$ cat config.mk
export PLATFORM = sky130hd
export DESIGN_NAME = if_stage
export DESIGN_NICKNAME = d
export VERILOG_FILES = /design/src/rtl/pipe_pkg.sv /design/src/rtl/if_hold_buf.sv /design/src/rtl/if_stage.sv
export SDC_FILE = /design/constraint.sdc
export NUM_CORES = 1
export LEC_CHECK = 0
export BUFFER_PORTS_ARGS = -buffer_cell sky130_fd_sc_hd__clkbuf_2
export CAP_MARGIN = 20
export CORE_MARGIN = 1
export CORE_UTILIZATION = 54
export CTS_CLUSTER_DIAMETER = 30
export DETAILED_ROUTE_END_ITERATION = 6
export GPL_ROUTABILITY_DRIVEN = 0
export HOLD_SLACK_MARGIN = 0.05
export PLACE_DENSITY_LB_ADDON = 0.12
export SYNTH_ARGS = -nofsm -noshare
export SYNTH_HDL_FRONTEND = slang
export SYNTH_SLANG_ARGS = --single-unit
$ cat constraint.sdc
create_clock -name clk -period 2.6 [get_ports clk]
set_clock_uncertainty 0.15 [all_clocks]
set_input_delay 0.13 -clock clk [delete_from_list [all_inputs] [get_ports clk]]
set_output_delay 0.13 -clock clk [all_outputs]
set_load 0.01 [all_outputs]
$ cat src/rtl/pipe_pkg.sv
// pipe_pkg: shared types and constants for the RV32I pipeline stages
package pipe_pkg;
  typedef enum logic [1:0] {PC4 = 2'b00, PCIMM = 2'b01, IMMRS1 = 2'b10} branch_ctrl_e;
  localparam logic [31:0] NOP_INSTR = 32'h0000_0013;
  typedef enum logic [1:0] {FETCH, WAIT, KILL} if_state_e;
  typedef struct packed {
    logic [31:0] pc;
    logic [31:0] instr;
  } if_entry_t;
endpackage

$ cat src/rtl/if_hold_buf.sv
// if_hold_buf: one-entry {pc, instr} buffer that parks a fetch response while IF/ID is stalled
module if_hold_buf
  import pipe_pkg::*;
(
  input  logic        clk,
  input  logic        rst,
  input  logic        wr_i,
  input  logic        rd_i,
  input  logic        clr_i,
  input  logic [31:0] pc_i,
  input  logic [31:0] instr_i,
  output logic        full_o,
  output logic [31:0] pc_o,
  output logic [31:0] instr_o
);
  if_entry_t entry_q;
  logic      full_q;
  always_ff @(posedge clk) begin
    if (rst || clr_i) begin
      full_q  <= 1'b0;
      entry_q <= '0;
    end else if (wr_i) begin
      full_q  <= 1'b1;
      entry_q <= '{pc: pc_i, instr: instr_i};
    end else if (rd_i) begin
      full_q  <= 1'b0;
    end
  end
  assign full_o  = full_q;
  assign pc_o    = entry_q.pc;
  assign instr_o = entry_q.instr;
endmodule

$ cat src/rtl/if_stage.sv
// if_stage: RV32I instruction fetch with single-outstanding memory handshake and IF/ID register.
// Optional performance counters are enabled with IF_PERF_CNT_EN.
module if_stage
  import pipe_pkg::*;
#(
  parameter logic [31:0] RESET_PC = 32'h0000_0000
) (
  input  logic        clk,
  input  logic        rst,
  input  logic [1:0]  BranchCtrl,
  input  logic [31:0] pc_imm,
  input  logic [31:0] imm_rs1,
  input  logic        PCWrite,
  input  logic        IFID_RegWrite,
  input  logic        InstrFlush,
  output logic        im_req,
  output logic [31:0] im_addr,
  input  logic        im_ack,
  input  logic        im_rvalid,
  input  logic [31:0] im_rdata,
  output logic [31:0] IFID_pc,
  output logic [31:0] IFID_instr,
  output logic        IFID_valid
`ifdef IF_PERF_CNT_EN
  ,
  output logic [31:0] if_bubble_cnt,
  output logic [31:0] if_redirect_cnt
`endif
);
  if_state_e   state_q, state_d;
  logic [31:0] pc_q, pc_d, req_pc_q, req_pc_d;
  logic [31:0] ifid_pc_q, ifid_pc_d, ifid_instr_q, ifid_instr_d;
  logic        ifid_valid_q, ifid_valid_d;
  logic        redirect, resp_ok, accept, bubble, keep;
  logic        hold_full;
  logic [31:0] hold_pc, hold_instr, target;
  assign redirect = BranchCtrl != PC4;
  assign target   = (BranchCtrl == IMMRS1) ? (imm_rs1 & ~32'h1) : pc_imm;
  assign resp_ok  = (state_q == WAIT) && im_rvalid && !redirect;
  assign im_req   = !rst && !redirect && PCWrite && !hold_full &&
                    (state_q == FETCH || (state_q == WAIT && im_rvalid && IFID_RegWrite));
  assign im_addr  = pc_q & ~32'h3;
  assign accept   = im_req && im_ack;
  assign bubble   = !InstrFlush && IFID_RegWrite && !hold_full && !resp_ok;
  assign keep     = !InstrFlush && !IFID_RegWrite;
  if_hold_buf u_hold (
    .clk     (clk),
    .rst     (rst),
    .wr_i    (resp_ok && !IFID_RegWrite),
    .rd_i    (!InstrFlush && IFID_RegWrite && hold_full),
    .clr_i   (redirect),
    .pc_i    (req_pc_q),
    .instr_i (im_rdata),
    .full_o  (hold_full),
    .pc_o    (hold_pc),
    .instr_o (hold_instr)
  );
  // A response arriving in WAIT or KILL always retires the outstanding request
  always_comb begin
    pc_d         = redirect ? target : accept ? pc_q + 32'd4 : pc_q;
    req_pc_d     = accept ? pc_q : req_pc_q;
    state_d      = accept ? WAIT :
                   (state_q != FETCH && im_rvalid) ? FETCH :
                   (state_q == WAIT && redirect) ? KILL : state_q;
    ifid_instr_d = (InstrFlush || bubble) ? NOP_INSTR : keep ? ifid_instr_q :
                   hold_full ? hold_instr : im_rdata;
    ifid_valid_d = (InstrFlush || bubble) ? 1'b0 : keep ? ifid_valid_q : 1'b1;
    ifid_pc_d    = (InstrFlush || bubble || keep) ? ifid_pc_q :
                   hold_full ? hold_pc : req_pc_q;
  end
  always_ff @(posedge clk) begin
    if (rst) begin
      state_q      <= FETCH;
      pc_q         <= RESET_PC;
      req_pc_q     <= '0;
      ifid_pc_q    <= '0;
      ifid_instr_q <= NOP_INSTR;
      ifid_valid_q <= 1'b0;
    end else begin
      state_q      <= state_d;
      pc_q         <= pc_d;
      req_pc_q     <= req_pc_d;
      ifid_pc_q    <= ifid_pc_d;
      ifid_instr_q <= ifid_instr_d;
      ifid_valid_q <= ifid_valid_d;
    end
  end
  assign IFID_pc    = ifid_pc_q;
  assign IFID_instr = ifid_instr_q;
  assign IFID_valid = ifid_valid_q;
`ifdef IF_PERF_CNT_EN
  logic [31:0] bubble_cnt_q, redirect_cnt_q;
  always_ff @(posedge clk) begin
    if (rst) begin
      bubble_cnt_q   <= '0;
      redirect_cnt_q <= '0;
    end else begin
      bubble_cnt_q   <= (bubble && ~&bubble_cnt_q) ? bubble_cnt_q + 32'd1 : bubble_cnt_q;
      redirect_cnt_q <= (redirect && ~&redirect_cnt_q) ? redirect_cnt_q + 32'd1 : redirect_cnt_q;
    end
  end
  assign if_bubble_cnt   = bubble_cnt_q;
  assign if_redirect_cnt = redirect_cnt_q;
`endif
endmodule

After elaboration in Yosys (flattened, before gate mapping)
Index checks and enable logic that the tools add are counted.
Widths: inputs -> output; s select.
{"block": "totals", "reg_bits": 196, "input_bits": 105, "wordCells": 57}
{"block": "classes", "n_addsub": 1, "n_eq_ne": 2, "mux": 10, "n_reduce_logical": 34}
{"cell": "$mux 32", "n": 5}
{"cell": "$add 32x3->32 const B", "n": 1}
{"cell": "$logic_and 1x1->1", "n": 16}
{"cell": "$reduce_bool 2->1", "n": 4}
{"cell": "$logic_not 1->1", "n": 6}
{"cell": "$mux 1", "n": 5}
{"cell": "$logic_or 1x1->1", "n": 4}
{"cell": "$reduce_bool 3->1", "n": 1}
{"cell": "$reduce_or 3->1", "n": 1}
{"cell": "$eq 2x1->1 const B", "n": 1}
{"cell": "$eq 2x2->1 const B", "n": 1}
{"cell": "$logic_not 2->1", "n": 1}
{"cell": "$reduce_or 2->1", "n": 1}

Depth between registers and ports, before layout
Gate-level depths: netlist of run 1.
{"block": "depth", "depth_word": 9, "ltp_mapped": 8, "ltp_nobuf": 6}

Cells and area by module
Synthesis of run 1 repeated with hierarchy kept, for this count alone.
{"block": "hier_totals", "hier_cells": 983, "area_unflattened_um2": 8863.5}
{"module": "if_stage", "n_inst": 1, "cells_each": 772, "area_per_inst_um2": 6545.0, "seq_area_each_um2": 2622.5}
{"module": "if_hold_buf", "n_inst": 1, "cells_each": 211, "area_per_inst_um2": 2318.5, "seq_area_each_um2": 1301.2}

Worst setup path before layout of run 1
OpenSTA, ideal clock, no wires.
{"block": "synth_timing", "kind": "reg2reg", "from": "register pc_q[7]", "to": "register pc_q[29]", "setup_ps": 88, "arrival_ps": 1639, "setup_slack_ps": 724, "stages_incl_launch_ff": 8, "period_less_slack_ps": 1876, "path_cell_list": "dfxtp_1 -> buf_2 -> nand3_2 -> or3_1 -> buf_6 -> nor3_4 -> a211oi_1 -> nor4_2"}
{"block": "synth_between", "elab_chain_cells": 3}
{"element": "start: declaration", "line_no": "if_stage.sv:31", "text": "logic [31:0] pc_q, pc_d, req_pc_q, req_pc_d;"}
{"element": "start signal: assignment", "line_no": "if_stage.sv:81", "text": "pc_q <= pc_d;"}
{"element": "$add 32x3->32", "line_no": "if_stage.sv:60", "text": "pc_d = redirect ? target : accept ? pc_q + 32'd4 : pc_q;"}
{"element": "$mux 32 (2 in series)", "line_no": "if_stage.sv:60"}
Every way passes these cells. The select of a mux whose other input is x is not followed.
A chain may end at the register's enable or synchronous reset.

Final worst setup path of run 1
{"block": "layout_timing", "from": "register state_q[1]", "to": "register pc_q[21]"}
{"block": "layout_between", "elab_chain_cells": 7, "elab_cells_between_ends": 8, "cone_classes": "eq/ne: 1; reduce/logical: 7"}
{"element": "start: declaration", "line_no": "if_stage.sv:30", "text": "if_state_e state_q, state_d;"}
{"element": "start signal: assignment", "line_no": "if_stage.sv:80", "text": "state_q <= state_d;"}
{"element": "$eq 2x1->1", "line_no": "if_stage.sv:41", "text": "(state_q == FETCH || (state_q == WAIT && im_rvalid && IFID_RegWrite));"}
{"element": "$logic_and 1x1->1 (2 in series)", "line_no": "if_stage.sv:41"}
{"element": "$logic_or 1x1->1 *", "line_no": "if_stage.sv:41"}
{"element": "$logic_and 1x1->1 *", "line_no": "if_stage.sv:40", "text": "assign im_req = !rst && !redirect && PCWrite && !hold_full &&"}
{"element": "$logic_and 1x1->1 *", "line_no": "if_stage.sv:43", "text": "assign accept = im_req && im_ack;"}
{"element": "$reduce_bool 2->1 (no line) *"}
Mark *: on every way between the ends. The rest lies on a longest branch, timed or not.

==> results.md, run 1 <==
- **outcome** completed
- **post-layout instance count excluding filler cells** 1527
- **startpoint of the worst-slack reg-to-reg timing path** state_q[1]
- **number of enable-type register cells in the synthesized netlist** 0
- **final number of max-transition violations** 0
- **reg-to-reg slack, setup** 0.12 ns
- **clock root cell** sky130_fd_sc_hd__clkbuf_16
- **initial core utilization** 55.49%
- **CTS tree** done
- **setup TNS after final layout** 0 ns
- **DRC violation count after routing** 0
- **dpl hpwl** 15.00 mm
- **number of routed nets with antenna violations** 0
- **Synth Warn #** 0
- **router iterations before antenna repair** 5
- **Max-cap violations** 0
- **horizontal extent of the die** 130.0 µm
- **worst slew margin relative to its limit** 45.37%
- **summed instance area of the synthesized netlist** 8846 µm²
- **Core Footprint** 15940 µm²
- **maximum achievable frequency** 402.8 MHz
- **most frequent standard cell in the layout excluding fill and tap cells** sky130_fd_sc_hd__nand2_1
- **Worst Hold End** pc_q[17]
- **final critical-path share of the clock period** 95.48%
- **number of top-level design ports** 203
- **maximum level of the CTS H-tree** 4
- **setup-violating endpoint count in the final report** 0
- **routed length per placed instance** 16.37 µm
- **number of distinct library cell variants in the gate-level netlist after synthesis** 65
- **area growth from synthesis to layout** 29.34%
- **pin count of the biggest net entering global routing** 99
- **Hold Startpoint** pc_imm[17]
- **Detailed Route WL** 24.99 mm
- **# diodes** 0
- **Hold Path Class** input pin to flop
- **die boundary height** 130.0 µm
- **count of final hold-check violations** 0
- **Most used DFF post-synth** sky130_fd_sc_hd__dfxtp_1
- **global-route wire length before repair** 38.96 mm
- **largest buffer count on any clock path** 2
- **Critical R2R Capture** pc_q[21]
- **Setup crit start kind** flop
- **count of placed standard cells including taps** 1388
- **ratio of cells with drive above 1 in the final layout** 21.51%
- **dpl ws** 0.3395 ns
- **total vias in the final route** 8657
- **Setup CP Type** flop to flop
- **VDD IR max** 0.4802 mV
- **overall global routing resource usage** 29.72%
- **number of CTS-inserted buffers** 17
- **Post-synth ARST share** 0%
- **setup repair after global routing missed its margin** false
- **count of port buffers added during placement** 199
- **clk slew on worst S/H paths** 0.08 ns
- **clock latency on the worst-skew pair** 0.45 ns
- **hold path depth** 5
- **register bit total from synthesis** 196
- **worst reg2reg path depth** 5
- **Layout Nets** 1404
- **number of standard-cell rows in the floorplan** 46
- **Avg Synthesized Cell Area** 8.314 µm²
- **time the final worst path needs with I/O delays and setup** 2.482 ns
- **TritonCTS sink count** 196
- **filler cell count in the final layout** 1235
- **post-DR vias/cell** 5.669
- **commonest non-fill, non-tap cells in the layout** 220 x sky130_fd_sc_hd__nand2_1, 198 x sky130_fd_sc_hd__clkbuf_2, 192 x sky130_fd_sc_hd__dfxtp_1, 117 x sky130_fd_sc_hd__a21oi_1, 106 x sky130_fd_sc_hd__dlygate4sd3_1
- **sequential element share of the synthesized area** 44.36%
- **number of DRC markers after the initial detailed-route iteration** 759
- **number of antenna violations at the first check in global routing** 0
- **fin util** 71.76%
- **transition time at the pin with the least slew margin** 0.8195 ns
- **Arrival @ worst endpoint** 2.72 ns
- **element type at the critical path end** flop
- **Congestion Overflow GR** 0
- **synthesized netlist cell count** 1064
- **Cell Pwr Density** 563.8 nW/µm²
- **setup slack after layout** 0.1176 ns
- **highest fanout seen on the critical path** 24
- **floorplan die area** 16900 µm²
- **CP required** 2.84 ns
- **Lkg Pwr** 0.004277 µW
- **vias in the first global route** 7967
[per-layer routing]
metal  track usage (%)  vias up  routed length [µm]
li1                  -     4209                   -
met2             50.36      356               12150
met4             14.43        0                 893
met3             5.699       80                1659
met5                 0        -                   0
met1             36.28     4012               10290
[flip-flops by register name, indices dropped and copies added, names as in the netlist]
register	count
IFID_instr	32
IFID_pc	32
pc_q	32
req_pc_q	32
u_hold.instr_o	32
u_hold.pc_o	32
state_q	2
IFID_valid	1
u_hold.full_o	1
[metrics by stage]
step	area [µm²]	hold slack, ns	power [µW]
final	11440	0.06627	6450
after global routing	11440	0.07312	6672
after CTS	11420	0.05017	6469
after detailed placement	9751	0.2215	3683
after global placement	9751	0.2175	3677
after floorplan	8850	0.05679	3492
[report_power, final]
group | internal (µW) | total [µW] | switching [µW]
clock | 1320 | 2670 | 1350
combinational | 331 | 663 | 332
sequential | 3050 | 3120 | 67.7
[cell usage after synthesis, types with 9 or more instances]
cell type | number | area, µm²
sky130_fd_sc_hd__mux2i_1 | 68 | 680.7
sky130_fd_sc_hd__buf_2 | 24 | 120.1
sky130_fd_sc_hd__nor2_1 | 95 | 356.6
sky130_fd_sc_hd__a22oi_1 | 9 | 67.56
sky130_fd_sc_hd__o22ai_1 | 9 | 56.30
sky130_fd_sc_hd__o21ai_0 | 18 | 90.09
sky130_fd_sc_hd__a21oi_1 | 117 | 585.6
sky130_fd_sc_hd__dfxtp_1 | 196 | 3924
sky130_fd_sc_hd__buf_4 | 35 | 262.8
sky130_fd_sc_hd__clkbuf_1 | 53 | 198.9
sky130_fd_sc_hd__nand4_1 | 11 | 68.82
sky130_fd_sc_hd__a211oi_1 | 67 | 503.0
sky130_fd_sc_hd__nand2_1 | 221 | 829.6
sky130_fd_sc_hd__nor3_1 | 17 | 85.08
[worst max path at each step]
stage	from	to	slack, ns	cells after the start
6_report	state_q[1]	pc_q[21]	0.12	5
5_1_grt	state_q[1]	pc_q[21]	0.007	5
4_1_cts	state_q[1]	pc_q[3]	0.04	5
3_5_place_dp	state_q[1]	pc_q[30]	0.34	4
3_3_place_gp	state_q[1]	pc_q[30]	0.37	4
2_1_floorplan	pc_q[7]	pc_q[29]	0.72	7
[layout make-up]
| type | instances | area, µm² | share of cell area, % |
|---|---|---|---|
| Clock buffer | 17 | 425.4 | 3.718 |
| Clock inverter | 15 | 180.2 | 1.575 |
| Inverter | 6 | 22.52 | 0.1968 |
| Multi-Input combinational cell | 747 | 4314 | 37.71 |
| Sequential cell | 196 | 3931 | 34.36 |
| Tap cell | 216 | 270.3 | 2.362 |
| Timing Repair Buffer | 330 | 2297 | 20.08 |
[logic make-up (layout without fill, tap and decap cells)]
| group | after synthesis | after routing | synth area share, % |
|---|---|---|---|
| xor+xnor | 2 | 2 | 0.1981 |
| other cells | 1 | 2 | 0.04239 |
| simple gates | 400 | 400 | 20.47 |
| fa+ha+maj | 1 | 1 | 0.1414 |
| compound gates | 274 | 274 | 19.92 |
| buf+inv | 122 | 368 | 7.185 |
| mux | 68 | 68 | 7.694 |
| flops | 196 | 196 | 44.36 |
[repair_timing]
| action | CTS | global route |
|---|---|---|
| endpoints found under the setup margin | 0 | 4 |
| gates resized for setup | 0 | 6 |
| hold endpoints to repair | 100 | 0 |
| hold buffers | 106 | 0 |
| buffers inserted | 0 | 1 |
[worst max-delay path: stages, from the launching register on]
cell and delay, ns:
sky130_fd_sc_hd__dfxtp_1 0.36, sky130_fd_sc_hd__nor4b_4 0.48, sky130_fd_sc_hd__a31o_4 0.45, sky130_fd_sc_hd__o21ai_0 0.14
sky130_fd_sc_hd__a311oi_1 0.26, sky130_fd_sc_hd__dlygate4sd3_1 0.58
No activity file was read; power rests on OpenSTA's default activity.
==> inputs of run 2 (changes only) <==
--- a/config.mk
+++ b/config.mk
@@ -6,10 +6,8 @@
 export NUM_CORES = 1
 export LEC_CHECK = 0
 export BUFFER_PORTS_ARGS = -buffer_cell sky130_fd_sc_hd__clkbuf_2
-export CAP_MARGIN = 20
 export CORE_MARGIN = 1
 export CORE_UTILIZATION = 54
-export CTS_CLUSTER_DIAMETER = 30
 export DETAILED_ROUTE_END_ITERATION = 6
 export GPL_ROUTABILITY_DRIVEN = 0
 export HOLD_SLACK_MARGIN = 0.05
==> constraint.sdc (replaced) <==
create_clock -name clk -period 2.6 [get_ports clk]
set_clock_uncertainty 0.15 [all_clocks]
set_input_delay 0 -clock clk [delete_from_list [all_inputs] [get_ports clk]]
set_output_delay 0 -clock clk [all_outputs]
set_load 0.01 [all_outputs]
==> results.md, run 2 (synthesized netlist as in run 1, its figures left out) <==
- **outcome** finished, violations left
- **violations in the final reports** design-rule violations
- **count of final hold-check violations** 0, unchanged
- **clock latency on the worst-skew pair** 0.43 ns, -0.02 ns
- **number of CTS-inserted buffers** 17, unchanged
- **dpl ws** 0.4300 ns, +0.09050 ns
- **WHS** 0.1376 ns, +0.07137 ns
- **VDD IR max** 0.4826 mV, +0.49%
- **vias in the first global route** 7980, +0.16%
- **DRC violation count after routing** 4, +4
- **post-DR vias/cell** 5.634, -0.62%
- **number of standard-cell rows in the floorplan** 46, unchanged
- **cell internal power dissipation** 4948 µW, +5.3%
- **number of routed nets with antenna violations** 0, unchanged
- **total vias in the final route** 8665, +0.092%
- **Cell Pwr Density** 566.2 nW/µm², +0.44%
- **Net Sw Frac** 24.39%, -2.8 points
- **time the final worst path needs with I/O delays and setup** 2.489 ns, +0.006837 ns
- **overall global routing resource usage** 29.79%, +0.069 points
- **number of DRC markers after the initial detailed-route iteration** 647, -15%
- **CTS tree** done
- **pin count of the biggest net entering global routing** 67, -32%
- **floorplan die area** 16900 µm², unchanged
- **Max-cap violations** 0, unchanged
- **TritonCTS sink count** 196, unchanged
- **hold path depth** 5, unchanged
- **Hold Path Class** input pin to flop
- **clock share of power** 42.1%, +0.7 points
- **switching power total** 1596 µW, -9.0%
- **worst setup path start** pc_q[2]
- **Congestion Overflow GR** 0, unchanged
- **clock root cell** sky130_fd_sc_hd__clkbuf_16
- **Setup crit start kind** flop
- **most frequent standard cell in the layout excluding fill and tap cells** sky130_fd_sc_hd__nand2_1
- **horizontal extent of the die** 130.0 µm, unchanged
- **largest buffer count on any clock path** 2, unchanged
- **fin util** 72.49%, +0.73 points
- **final critical-path share of the clock period** 95.74%, +0.26 points
- **setup TNS after final layout** 0 ns, unchanged
- **number of antenna violations at the first check in global routing** 0, unchanged
- **Core Footprint** 15940 µm², unchanged
- **Arrival @ worst endpoint** 2.65 ns, -0.07 ns
- **element type at the critical path end** flop
- **worst slew margin relative to its limit** 48.42%, +3.0 points
- **number of top-level design ports** 203, unchanged
- **Layout Nets** 1415, +0.78%
- **router iterations before antenna repair** 7, +2
- **startpoint of the worst-slack reg-to-reg timing path** pc_q[2]
- **clk slew on worst S/H paths** 0.07 ns, about the same
- **CP required** 2.76 ns, -0.08 ns
- **die boundary height** 130.0 µm, unchanged
- **maximum achievable frequency** 401.7 MHz, -0.27%
- **Lkg Pwr** 0.004330 µW, +1.2%
- **setup-violating endpoint count in the final report** 0, unchanged
- **Detailed Route WL** 25.19 mm, +0.79%
- **# diodes** 0, unchanged
- **commonest non-fill, non-tap cells in the layout** 219 x sky130_fd_sc_hd__nand2_1, 198 x sky130_fd_sc_hd__clkbuf_2, 189 x sky130_fd_sc_hd__dfxtp_1, 117 x sky130_fd_sc_hd__a21oi_1, 117 x sky130_fd_sc_hd__dlygate4sd3_1
- **dpl hpwl** 15.09 mm, +0.65%
- **global-route wire length before repair** 39.30 mm, +0.87%
- **count of port buffers added during placement** 199, unchanged
- **final number of max-transition violations** 0, unchanged
- **ratio of cells with drive above 1 in the final layout** 21.63%, +0.12 points
- **Setup CP Type** flop to flop
- **proportion of power drawn by combinational gates** 10.2%, about the same
- **filler cell count in the final layout** 1240, +0.40%
- **initial core utilization** 55.49%, unchanged
- **area growth from synthesis to layout** 30.65%
- **routed length per placed instance** 16.38 µm, about the same
- **part of the power in registers** 47.7%, -0.6 points
- **setup slack after layout** 0.1108 ns, -0.006837 ns
- **worst reg2reg path depth** 7, +2
- **maximum level of the CTS H-tree** 4, unchanged
- **Hold Startpoint** PCWrite
- **transition time at the pin with the least slew margin** 0.7737 ns, -0.04574 ns
- **highest fanout seen on the critical path** 6, -75%
[run 2: cell count changes in the layout (fill, tap and decap cells not counted), moves of 2 or more]
cell / change
sky130_fd_sc_hd__bufinv_16: +3
sky130_fd_sc_hd__clkinv_8: -3
sky130_fd_sc_hd__clkinvlp_4: +3
sky130_fd_sc_hd__dfxtp_1: -3
sky130_fd_sc_hd__dfxtp_2: +3
sky130_fd_sc_hd__dlygate4sd3_1: +11
sky130_fd_sc_hd__inv_12: -2
sky130_fd_sc_hd__inv_8: -4
[run 2: what timing repair did]
item / 4_1_cts / 5_1_grt
buffers inserted: 0 / 5
hold buffers: 117 / 0
hold endpoints to repair: 112 / 0
resized for setup: 0 / 11
endpoints found under the setup margin: 0 / 7
[run 2: power groups by stage]
stage | Clock [µW] | Combinational (µW) | Sequential, µW
after global routing | 2910 | 724 | 3130
after CTS | 2780 | 644 | 3120
after global placement | 0 | 483 | 3180
after detailed placement | 0 | 486 | 3190
final | 2750 | 669 | 3120
after floorplan | 0 | 324 | 3170
[run 2: stage by stage]
step / area [µm²] / total power [µW] / cells
final: 11560 / 6544 / 1538
after global routing: 11560 / 6757 / 1538
after CTS: 11490 / 6543 / 1533
after detailed placement: 9708 / 3672 / 1384
after global placement: 9708 / 3666 / 1384
after floorplan: 8850 / 3492 / 1065
[run 2: worst max-delay path, stage by stage, from the launching register on]
cell                            delay, ns
sky130_fd_sc_hd__dfxtp_2             0.39
sky130_fd_sc_hd__ha_1                0.24
sky130_fd_sc_hd__nand4_1             0.23
sky130_fd_sc_hd__nor4_4              0.31
sky130_fd_sc_hd__nand2_2             0.14
sky130_fd_sc_hd__o31ai_1             0.21
sky130_fd_sc_hd__o21ai_0             0.12
sky130_fd_sc_hd__dlygate4sd3_1       0.58
[run 2: layout make-up]
| type | count | area [µm²] | area share [%] |
|---|---|---|---|
| clock buffers | 19 | 442.9 | 3.832 |
| clock inverters | 13 | 171.4 | 1.483 |
| inverters | 6 | 22.52 | 0.1949 |
| multi-input cells | 747 | 4320 | 37.38 |
| flip-flops and latches | 196 | 3935 | 34.05 |
| well taps | 216 | 270.3 | 2.338 |
| repair buffers | 341 | 2395 | 20.72 |
[run 2: final timing paths]
check                      end  slack (ns)
setup / recovery      pc_q[26]        0.11
hold / removal    req_pc_q[17]        0.14
setup reg to reg      pc_q[26]        0.11
hold reg to reg    req_pc_q[0]        0.30
[run 2: routing by layer]
metal,routed length [µm],global-route usage [%],vias up
li1,-,-,4237
met1,10530,36.19,3977
met2,12290,51.68,385
met3,1570,5.289,66
met4,799,13.00,0
met5,0,0,-
